File: config.mk
export PLATFORM = sky130hd
export DESIGN_NAME = uart_tx_core
export DESIGN_NICKNAME = d
export VERILOG_FILES = /design/src/rtl/uart_tx_core.sv
export SDC_FILE = /design/constraint.sdc
export NUM_CORES = 1
export LEC_CHECK = 0
export ABC_AREA = 1
export BUFFER_PORTS_ARGS = -buffer_cell sky130_fd_sc_hd__buf_2
export CELL_PAD_IN_SITES_DETAIL_PLACEMENT = 1
export CELL_PAD_IN_SITES_GLOBAL_PLACEMENT = 2
export CORE_ASPECT_RATIO = 0.75
export CORE_MARGIN = 1.5
export CORE_UTILIZATION = 32
export CTS_BUF_LIST = sky130_fd_sc_hd__clkbuf_16
export CTS_CLUSTER_SIZE = 8
export DETAILED_ROUTE_END_ITERATION = 8
export PLACE_DENSITY_LB_ADDON = 0.12
export SETUP_SLACK_MARGIN = 0.02
export SLEW_MARGIN = 20
export SYNTH_ARGS = -nofsm -noshare
export SYNTH_HDL_FRONTEND = slang
export SYNTH_SLANG_ARGS = --single-unit
File: constraint.sdc
create_clock -name CLK -period 1.8 [get_ports CLK]
set_input_delay 0.54 -clock CLK [delete_from_list [all_inputs] [get_ports CLK]]
set_output_delay 0.54 -clock CLK [all_outputs]
set_load 0.03 [all_outputs]
File: src/rtl/uart_tx_core.sv
// uart_tx_core: one-bit-per-clock UART transmitter (in: CLK, RST async low, P_DATA, Data_Valid, PAR_EN, PAR_TYP; out: TX_OUT idle-high serial line, Busy)
module uart_tx_core #(
  parameter int DATA_WIDTH = 8
) (
  input  logic                  CLK,
  input  logic                  RST,
  input  logic [DATA_WIDTH-1:0] P_DATA,
  input  logic                  Data_Valid,
  input  logic                  PAR_EN,
  input  logic                  PAR_TYP,
  output logic                  TX_OUT,
  output logic                  Busy
);
  localparam int CW = DATA_WIDTH > 1 ? $clog2(DATA_WIDTH) : 1;
  localparam logic [CW-1:0] LAST = CW'(DATA_WIDTH - 1);
  typedef enum logic [2:0] {IDLE, START, DATA, PARITY, STOP} state_t;
  state_t                state;
  logic [DATA_WIDTH-1:0] data_r;
  logic [CW-1:0]         cnt;
  logic                  par_en_r;
  logic                  par_bit_r;
  always_ff @(posedge CLK or negedge RST)
    if (!RST) begin
      state     <= IDLE;
      data_r    <= '0;
      cnt       <= '0;
      par_en_r  <= 1'b0;
      par_bit_r <= 1'b0;
      TX_OUT    <= 1'b1;
      Busy      <= 1'b0;
    end else begin
      case (state)
        IDLE: if (Data_Valid) begin
          state     <= START;
          data_r    <= P_DATA;
          par_en_r  <= PAR_EN;
          par_bit_r <= ^P_DATA ^ PAR_TYP;
          cnt       <= '0;
          TX_OUT    <= 1'b0;
          Busy      <= 1'b1;
        end
        START: begin
          state  <= DATA;
          TX_OUT <= data_r[0];
        end
        DATA: if (cnt == LAST) begin
          state  <= par_en_r ? PARITY : STOP;
          TX_OUT <= par_en_r ? par_bit_r : 1'b1;
        end else begin
          cnt    <= cnt + 1'b1;
          TX_OUT <= data_r[cnt + 1'b1];
        end
        PARITY: begin
          state  <= STOP;
          TX_OUT <= 1'b1;
        end
        STOP: begin
          state  <= IDLE;
          TX_OUT <= 1'b1;
          Busy   <= 1'b0;
        end
        default: begin
          state  <= IDLE;
          TX_OUT <= 1'b1;
          Busy   <= 1'b0;
        end
      endcase
    end
endmodule

==> results of run 1 <==
## cell usage in the layout, fill, tap and decap left out, drive strengths merged
cell / netlist / routed
nand2: 48 / 48
inv: 20 / 20
dfrtp: 17 / 17
nor2: 16 / 16
o21ai: 16 / 16
buf: 2 / 15
nand3: 7 / 7
a21oi: 3 / 3
clkbuf: 0 / 3
ha: 2 / 2
dfstp: 1 / 1
nor3: 1 / 1
o211ai: 1 / 1
a31oi: 1 / 1
nor4: 1 / 1
xor2: 1 / 1
clkinv: 0 / 1
## layer usage
metal	routed length [um]	global-route usage	vias up
met5	0	0	-
met3	89	0.05161	2
met4	17	0.04902	0
li1	-	-	467
met1	1270	0.2253	387
met2	963	0.2324	14
## per-stage QoR
stage,power [mW],util,std cells,setup slack [ns],hold WS (ns)
6_report,2.147,0.4060,192,0.2942,0.2140
2_1_floorplan,1.500,-,137,0.5521,0.2444
4_1_cts,2.187,0.4060,192,0.2873,0.2301
3_5_place_dp,1.725,0.3799,188,0.3012,0.4680
3_3_place_gp,1.697,0.3799,188,0.3731,0.4545
5_1_grt,2.372,0.4060,192,0.1765,0.2495
## state kept, by name, indices dropped and copies added, names as in the netlist
register and flops:
Busy 1, TX_OUT 1, cnt 3, data_r 8, par_bit_r 1, par_en_r 1, state 3
## area by class of cell
cell class              count  area [um2]
flip-flops and latches     18       451.7
well taps                  38       47.55
multi-input cells          97       495.5
repair buffers             15       77.57
fillers                   386        1794
clock buffers               3       75.07
inverters                  20       75.07
clock inverters             1       3.754
## power by group through the flow
stage	Clock, mW	Combinational (mW)	Sequential [mW]
after floorplan	0	0.733	0.767
after global placement	0	0.920	0.776
after detailed placement	0	0.942	0.783
after CTS	0.464	0.945	0.778
after global routing	0.479	1.09	0.805
final	0.448	0.926	0.773
## worst max-delay path: cells and delay by family (launching register included)
kind / cells / cell delay (ns)
flip-flops: 1 / 0.48
adder cells (fa/ha/maj): 2 / 0.45
AND/OR/NAND/NOR: 2 / 0.29
buffers and inverters: 1 / 0.10
AO/OA/AOI/OAI: 1 / 0.07
## path summary, 6_finish.rpt
kind | to | cells after the start
hold / removal | state[0]$_DFFE_PN0P_ | 1
setup reg to reg | state[1]$_DFFE_PN0P_ | 6
hold reg to reg | Busy$_DFFE_PN0P_ | 2
setup / recovery | state[1]$_DFFE_PN0P_ | 6
min in group CLK | Busy$_DFFE_PN0P_ | 2
max in group asynchronous | TX_OUT$_DFFE_PN1P_ | 1
## synthesized netlist by cell type (all sizes together)
library cell  number
a21oi              3
nor3               1
nand2             48
inv               20
dfstp              1
buf                2
nand3              7
o211ai             1
ha                 2
xor2               1
o21ai             16
dfrtp             17
nor4               1
a31oi              1
nor2              16
## cell families (layout without fill, tap and decap cells)
family | count (synthesis) | in the layout | share of synthesized area
flops | 18 | 18 | 0.4323
fa+ha+maj | 2 | 2 | 0.02395
simple gates | 73 | 73 | 0.3126
xor+xnor | 1 | 1 | 0.008385
compound gates | 21 | 21 | 0.1293
buf+inv | 22 | 39 | 0.09341
==> flow_metrics.tcl, run 1 <==
set metrics [dict create \
    status "finished, final reports clean" \
    port_buffers 14 \
    grt_pass1_vias 886 \
    hold_path.class "in -> async" \
    startpoint_type "flop" \
    setup_viol 0 \
    num_rows 17 \
    finalMaxSlewViolations 0 \
    drive_gt1_frac 0.2403 \
    hpwlAfterDp_um 1904 \
    rsz0062_at_grt "no" \
    p_int_mw 1.245 \
    path_cells "ha_1 -> ha_1 -> nor2_2 -> inv_2 -> nand2_2 -> o21ai_1" \
    die_w_um 68.98 \
    cts_setup_buffers 0 \
    grt_antenna_before_repair 0 \
    regToRegStartpoint "cnt[0]$_DFFE_PN0P_" \
    relSlewSlack 0.7249 \
    final.min_clock_period_ns 1.506 \
    postRouteAntennaNets 0 \
    fin_skew_ns 0.005082 \
    grt_usage 0.1606 \
    clkLatencyLatePin_ns 0.25 \
    slowest_stage "dfrtp_1" \
    fin_setup_tns_ns 0 \
    avgSynthCellArea_um2 7.626 \
    yosys.area.top_type_share 0.4072 \
    worstMarginPinSlew_ns 0.4127 \
    yosysTopAreaCell "dfrtp_1" \
    cts.root.buffer_cell "clkbuf_16" \
    tritoncts "yes" \
    design_area_um2 1226 \
    worstPathRequired_ns 1.94 \
    initial_core_util 0.3459 \
    die_area_um2 3620 \
    totalWireLength_um 2341 \
    critical_path_class "reg -> reg" \
    max-cap-violations 0 \
    drcViolationCount 0 \
    yosysWarnings 0 \
    synth_seq_area_share 0.4323 \
    cts_hold_buf 0 \
    grt_pass1_wl_um 4174 \
    die_h_um 52.49 \
    crit_path_start "cnt[0]$_DFFE_PN0P_" \
    syn_to_final_growth_pct 17.37 \
    firstDrtPassIters 4 \
    clk_pin_slew_ns 0.05 \
    synth_cells 137 \
    netlist-cell-type-count 21 \
    placed_cell_area_um2 1147 \
    crit_fanout 10 \
    vdd_drop_max_v 0.0007086 \
    max_freq_ghz 0.6641 \
    crit_top_cell "ha_1" \
    leakage_nw 0.6550 \
    cts_buffers 3 \
    syn_nets 152 \
    synth_seq_cells 18 \
    grt_overflow 0 \
    layout.nets 170 \
    h-tree-depth 1 \
    syn-cell-area_um2 1045 \
    grt_max_degree 19 \
    sequentialPowerShare 0.360 \
    comb_power_share 0.431 \
    drt-initial-drc-count 42 \
    wire_per_inst_um 12.19 \
    clock_sinks 18 \
    synth_area_leaders "dfrtp_1, nand2_1, inv_1" \
    cpPeakStageDelay_ns 0.48 \
    clockBufferDepth 2 \
    report.final.hold_viol_count 0 \
    diodes 0 \
    switchingPower_uw 902.0 \
    switching_share 0.4201 \
    num_vias 870 \
    vias_per_cell 4.531 \
    worst_setup_path_end_kind "flop" \
    ctsResizeCount 0 \
    p_per_area_nw_per_um2 1751 \
    io_pins 15 \
    post-route-period-util 0.8366 \
    routabilityCongestion 0.8189 \
    power_frac_clock 0.209 \
    r2r_slack_ns 0.29 \
    crit_arrival_ns 1.64 \
    core_um2 3020 \
]
Power figures use the tool's default switching activity.
==> run 2: changes to the inputs <==
--- a/config.mk
+++ b/config.mk
@@ -11,7 +11,7 @@
 export CELL_PAD_IN_SITES_GLOBAL_PLACEMENT = 2
 export CORE_ASPECT_RATIO = 0.75
 export CORE_MARGIN = 1.5
-export CORE_UTILIZATION = 32
+export CORE_UTILIZATION = 28
 export CTS_BUF_LIST = sky130_fd_sc_hd__clkbuf_16
 export CTS_CLUSTER_SIZE = 8
 export DETAILED_ROUTE_END_ITERATION = 8
==> constraint.sdc (replaced) <==
create_clock -name CLK -period 1.3 [get_ports CLK]
set_input_delay 0.39 -clock CLK [delete_from_list [all_inputs] [get_ports CLK]]
set_output_delay 0.39 -clock CLK [all_outputs]
set_load 0.03 [all_outputs]
==> run 2 against run 1 <==
Net effect:
- flip-flop and latch count is the same
- register-to-register slack lost 0.24 ns
- worst hold slack lost 0.14 ns
- worst setup slack lost 0.28 ns
- clock skew shrank 0.0037 ns
- clock power grew 36%
- count of clock-buffer cells in the layout is the same
- cell area grew 11%
- global-route usage shrank 2.3 points
- routed wire length grew 6.6%
- critical endpoint is now TX_OUT
- via count grew 6.4%
- combinational power grew 81%
==> flow_metrics.tcl, run 2 (synthesis gave the netlist of run 1 again) <==
set metrics [dict create \
    placed_cell_area_um2 1180 \
    setup.worst_path.end "TX_OUT" \
    critical_path_class "reg -> out" \
    finalMaxSlewViolations 0 \
    grt_pass1_vias 930 \
    switching_share 0.4007 \
    clockBufferDepth 2 \
    num_vias 926 \
    rsz0062_at_grt "yes" \
    num_rows 19 \
    io_pins 15 \
    crit_fanout 2 \
    worst_setup_path_end_kind "output port" \
    post-route-period-util 0.9926 \
    rr_endpoint "TX_OUT$_DFFE_PN1P_" \
    status "finished, final reports clean" \
    startpoint_type "flop" \
    crit_arrival_ns 0.90 \
    report.final.hold_viol_count 0 \
    drive_gt1_frac 0.3106 \
    leakage_nw 0.6963 \
    switchingPower_mw 1.345 \
    drt-initial-drc-count 26 \
    totalWireLength_um 2496 \
    vias_per_cell 4.347 \
    die_h_um 55.90 \
    worstMarginPinSlew_ns 0.4222 \
    crit_path_start "TX_OUT$_DFFE_PN1P_" \
    port_buffers 14 \
    routabilityCongestion 0.7529 \
    worstPathRequired_ns 0.91 \
    layout.nets 177 \
    die_w_um 73.54 \
    ff2ff_path_depth 7 \
    cts_hold_buf 0 \
    slowest_stage "dfstp_2" \
    vdd_drop_max_v 0.001198 \
    clock_sinks 18 \
    wire_per_inst_um 11.72 \
    cts_buffers 3 \
    cp_num_buf_inv 1 \
    largest_reg_flops 8 \
    syn_to_final_growth_pct 30.66 \
    hpwlAfterDp_um 2004 \
    max_freq_ghz 0.7749 \
    power_mw 3.356 \
    grt_pass1_wl_um 4271 \
    power_frac_clock 0.182 \
    initial_core_util 0.2891 \
    comb_power_share 0.502 \
    sequentialPowerShare 0.316 \
    fin_skew_ns 0.001416 \
    critical_path.top_delay_family "flip-flops" \
    layout_commonest_cell "nand2_1" \
    largest-register "data_r" \
    clk_pin_slew_ns 0.05 \
    cpPeakStageDelay_ns 0.53 \
    grt_antenna_before_repair 0 \
    grt_max_degree 19 \
    design_area_um2 1365 \
    diodes 0 \
    max-cap-violations 0 \
    tritoncts "yes" \
    clkLatencyLatePin_ns 0.25 \
    relSlewSlack 0.7186 \
    grt_overflow 0 \
    cts.root.buffer_cell "clkbuf_16" \
    setup_viol 0 \
    r2r_slack_ns 0.05 \
    path_cells "buf_6" \
    regToRegStartpoint "cnt[1]$_DFFE_PN0P_" \
    core_um2 3613 \
    final.min_clock_period_ns 1.290 \
    hold_path.class "in -> async" \
    top_regs "data_r: 8 flops, cnt: 3 flops, state: 3 flops" \
    grt_usage 0.1374 \
    postRouteAntennaNets 0 \
    p_int_mw 2.011 \
    crit_cells 1 \
    drcViolationCount 0 \
    firstDrtPassIters 4 \
    die_area_um2 4111 \
    h-tree-depth 1 \
    p_per_area_nw_per_um2 2458 \
    final_cell_mix "nand2_1, inv_1, dfrtp_1" \
]
## run 2: area by class of cell
type	count	area (um2)
Fill cell	464	2248
Multi-Input combinational cell	97	538.0
Sequential cell	18	454.2
Timing Repair Buffer	22	148.9
Inverter	20	80.08
Clock buffer	3	75.07
Tap cell	52	65.06
Clock inverter	1	3.754
## run 2: worst min-delay path by stage
stage	slack (ns)	endpoint	cells after the start	from
after detailed placement	0.36	cnt[2]$_DFFE_PN0P_	1	RST
after floorplan	0.09	Busy$_DFFE_PN0P_	0	RST
final	0.08	cnt[1]$_DFFE_PN0P_	1	RST
after global routing	0.11	par_en_r$_DFFE_PN0P_	1	RST
after global placement	0.35	cnt[2]$_DFFE_PN0P_	1	RST
after CTS	0.1	cnt[1]$_DFFE_PN0P_	1	RST
## run 2: repair_timing
item | 4_1_cts | 5_1_grt
gates resized for setup | 9 | 9
pin swaps | 5 | 10
endpoints found under the setup margin | 9 | 16
setup buffers | 2 | 3
## run 2: per-stage QoR
step / cells / TNS (ns) / hold WS, ns / setup WS [ns] / util
floorplan: 137 / 0 / 0.09441 / 0.05209 / -
global placement: 204 / -0.1629 / 0.3510 / -0.06760 / 0.3265
detailed placement: 204 / -0.1696 / 0.3612 / -0.08076 / 0.3265
CTS: 210 / 0 / 0.09661 / 0.001335 / 0.3629
global route: 213 / -0.01844 / 0.1103 / -0.01271 / 0.3778
finish: 213 / 0 / 0.07581 / 0.009575 / 0.3778
## run 2: routing by layer
| layer | up-vias | wire length, um | GRT usage |
|---|---|---|---|
| li1 | 477 | - | - |
| met1 | 439 | 1304 | 0.1977 |
| met2 | 8 | 1108 | 0.2085 |
| met3 | 2 | 66 | 0.03804 |
| met4 | 0 | 16 | 0.02381 |
| met5 | - | 0 | 0 |
## run 2: power groups by stage
stage	logic [mW]	clock network, mW	registers [mW]
2_1_floorplan	1.01	0	1.06
3_3_place_gp	1.37	0	1.04
3_5_place_dp	1.39	0	1.05
4_1_cts	1.52	0.631	1.06
5_1_grt	1.89	0.654	1.09
6_report	1.68	0.611	1.06
==> run 3: changes to the inputs <==
--- a/config.mk
+++ b/config.mk
@@ -15,7 +15,9 @@
 export CTS_BUF_LIST = sky130_fd_sc_hd__clkbuf_16
 export CTS_CLUSTER_SIZE = 8
 export DETAILED_ROUTE_END_ITERATION = 8
+export HOLD_SLACK_MARGIN = 0.1
 export PLACE_DENSITY_LB_ADDON = 0.12
+export REMOVE_ABC_BUFFERS = 1
 export SETUP_SLACK_MARGIN = 0.02
 export SLEW_MARGIN = 20
 export SYNTH_ARGS = -nofsm -noshare
==> run 3 against run 2 <==
Net effect:
- the flow now finishes with violations (negative setup slack)
- sequential share of layout area is 0.43 points higher
- clock power is 0.7% higher
- count of clock-buffer cells in the layout stayed put
- critical endpoint unchanged
==> flow_metrics.tcl, run 3 (synthesis gave the netlist of run 1 again) <==
set metrics [dict create \
    status "complete, but fails checks" \
    violations "negative setup slack" \
    layout_commonest_cell "nand2_1" \
    routabilityCongestion 0.7290 \
    diodes 0 \
    max-cap-violations 0 \
    register_area_um2 454.2 \
    syn_to_final_growth_pct 28.98 \
    slowest_stage "dfstp_2" \
    tritoncts "yes" \
    totalWireLength_um 2396 \
    largest_reg_flops 8 \
    io_pins 15 \
    cp_num_buf_inv 1 \
    grt_antenna_before_repair 0 \
    grt_pass1_vias 965 \
    drt-initial-drc-count 18 \
    clockBufferDepth 2 \
    fin_skew_ns 0.001003 \
    worstMarginPinSlew_ns 0.4264 \
    wire_per_inst_um 11.30 \
    critical_path_class "reg -> out" \
    fill_cells 445 \
    max_freq_ghz 0.7692 \
    report.final.hold_viol_count 0 \
    vdd_drop_max_v 0.001133 \
    drcViolationCount 0 \
    clk_pin_slew_ns 0.05 \
    num_vias 907 \
    drive_gt1_frac 0.3125 \
    fin_util 0.3729 \
    worstPathRequired_ns 0.91 \
    clkLatencyLatePin_ns 0.25 \
    dpl.cell_count 205 \
    worst_setup_path_end_kind "output port" \
    clock_sinks 18 \
    path_cells "buf_6" \
    final_cell_mix "nand2_1, inv_1, dfrtp_1" \
    postRouteAntennaNets 0 \
    num_rows 19 \
    cts.root.buffer_cell "clkbuf_16" \
    setup_ws_ns -0.0001082 \
    rsz0062_at_grt "yes" \
    p_per_area_nw_per_um2 2427 \
    relSlewSlack 0.7157 \
    die_area_um2 4111 \
    final.min_clock_period_ns 1.300 \
    power_mw 3.271 \
    grt_pass1_wl_um 4381 \
    placed_cell_area_um2 1187 \
    die_w_um 73.54 \
    critical_path.top_delay_family "flip-flops" \
    grt_overflow 0 \
    crit_arrival_ns 0.91 \
    die_h_um 55.90 \
    top_regs "data_r: 8 flops, cnt: 3 flops, state: 3 flops" \
    leakage_nw 0.6857 \
    finalMaxSlewViolations 0 \
    design_area_um2 1348 \
    multiInputGateArea_um2 540.5 \
    cpPeakStageDelay_ns 0.54 \
    firstDrtPassIters 3 \
    crit_fanout 2 \
    fin_cells 212 \
    largest-register "data_r" \
    cts_buffers 3 \
    layout.nets 176 \
    h-tree-depth 1 \
    initial_core_util 0.2891 \
    whs_ns 0.3687 \
    setup_viol 1 \
    vias_per_cell 4.278 \
    hold_path.class "in -> reg" \
    startpoint_type "flop" \
    grt_max_degree 19 \
    hpwlAfterDp_um 1965 \
    post-route-period-util 1.000 \
    grt_usage 0.1382 \
    core_um2 3613 \
    port_buffers 14 \
]
==> run 3: changes by cell type in the layout (fill, tap and decap cells not counted), sizes merged <==
cell	change
buf	-2
dlygate4sd3	+1
==> run 3: what timing repair did <==
action | in CTS | in global routing
hold endpoints to repair | 17 | 0
resized for setup | 8 | 8
setup buffers | 0 | 2
setup endpoints to repair | 8 | 18
hold buffers | 1 | 0
pin swaps | 3 | 4
==> run 3: per-stage QoR <==
stage          setup slack [ns]     TNS, ns
3_5_place_dp            -0.1089     -0.3279
6_report             -0.0001082  -0.0001082
3_3_place_gp           -0.05611     -0.1274
4_1_cts                -0.01006    -0.01006
5_1_grt                -0.02016     -0.1218
2_1_floorplan          -0.04437    -0.08532
==> run 3: routing by layer <==
layer | vias to the layer above | track usage | part of all wire
met1 | 419 | 0.2060 | 0.52
met2 | 10 | 0.1982 | 0.44
li1 | 475 | - | -
met5 | - | 0 | 0
met3 | 3 | 0.04348 | 0.030
met4 | 0 | 0.02381 | 0.0042
==> run 3: worst paths after layout <==
path,startpoint,to,slack [ns],cells past startpoint
worst max-delay path,TX_OUT$_DFFE_PN1P_,TX_OUT,-0.0001,1
worst min-delay path,PAR_EN,par_en_r$_DFFE_PN0P_,0.37,3
worst max register to register,state[2]$_DFFE_PN0P_,data_r[0]$_DFFE_PN0P_,0.06,5
worst min register to register,Busy$_DFFE_PN0P_,Busy$_DFFE_PN0P_,0.47,2
max in group asynchronous,RST,TX_OUT$_DFFE_PN1P_,0.36,2
min in group asynchronous,RST,cnt[2]$_DFFE_PN0P_,0.61,2
==> run 3: where the power goes <==
group | internal, mW | switching (mW) | total [mW]
logic | 0.672 | 0.930 | 1.60
registers | 0.845 | 0.208 | 1.05
clock network | 0.409 | 0.207 | 0.615
==> run 3: layout make-up <==
cell class              instances  area share
multi-input cells              97      0.4011
flip-flops and latches         18      0.3370
repair buffers                 21     0.09749
inverters                      20     0.05757
clock buffers                   3     0.05571
well taps                      52     0.04828
clock inverters                 1    0.002786
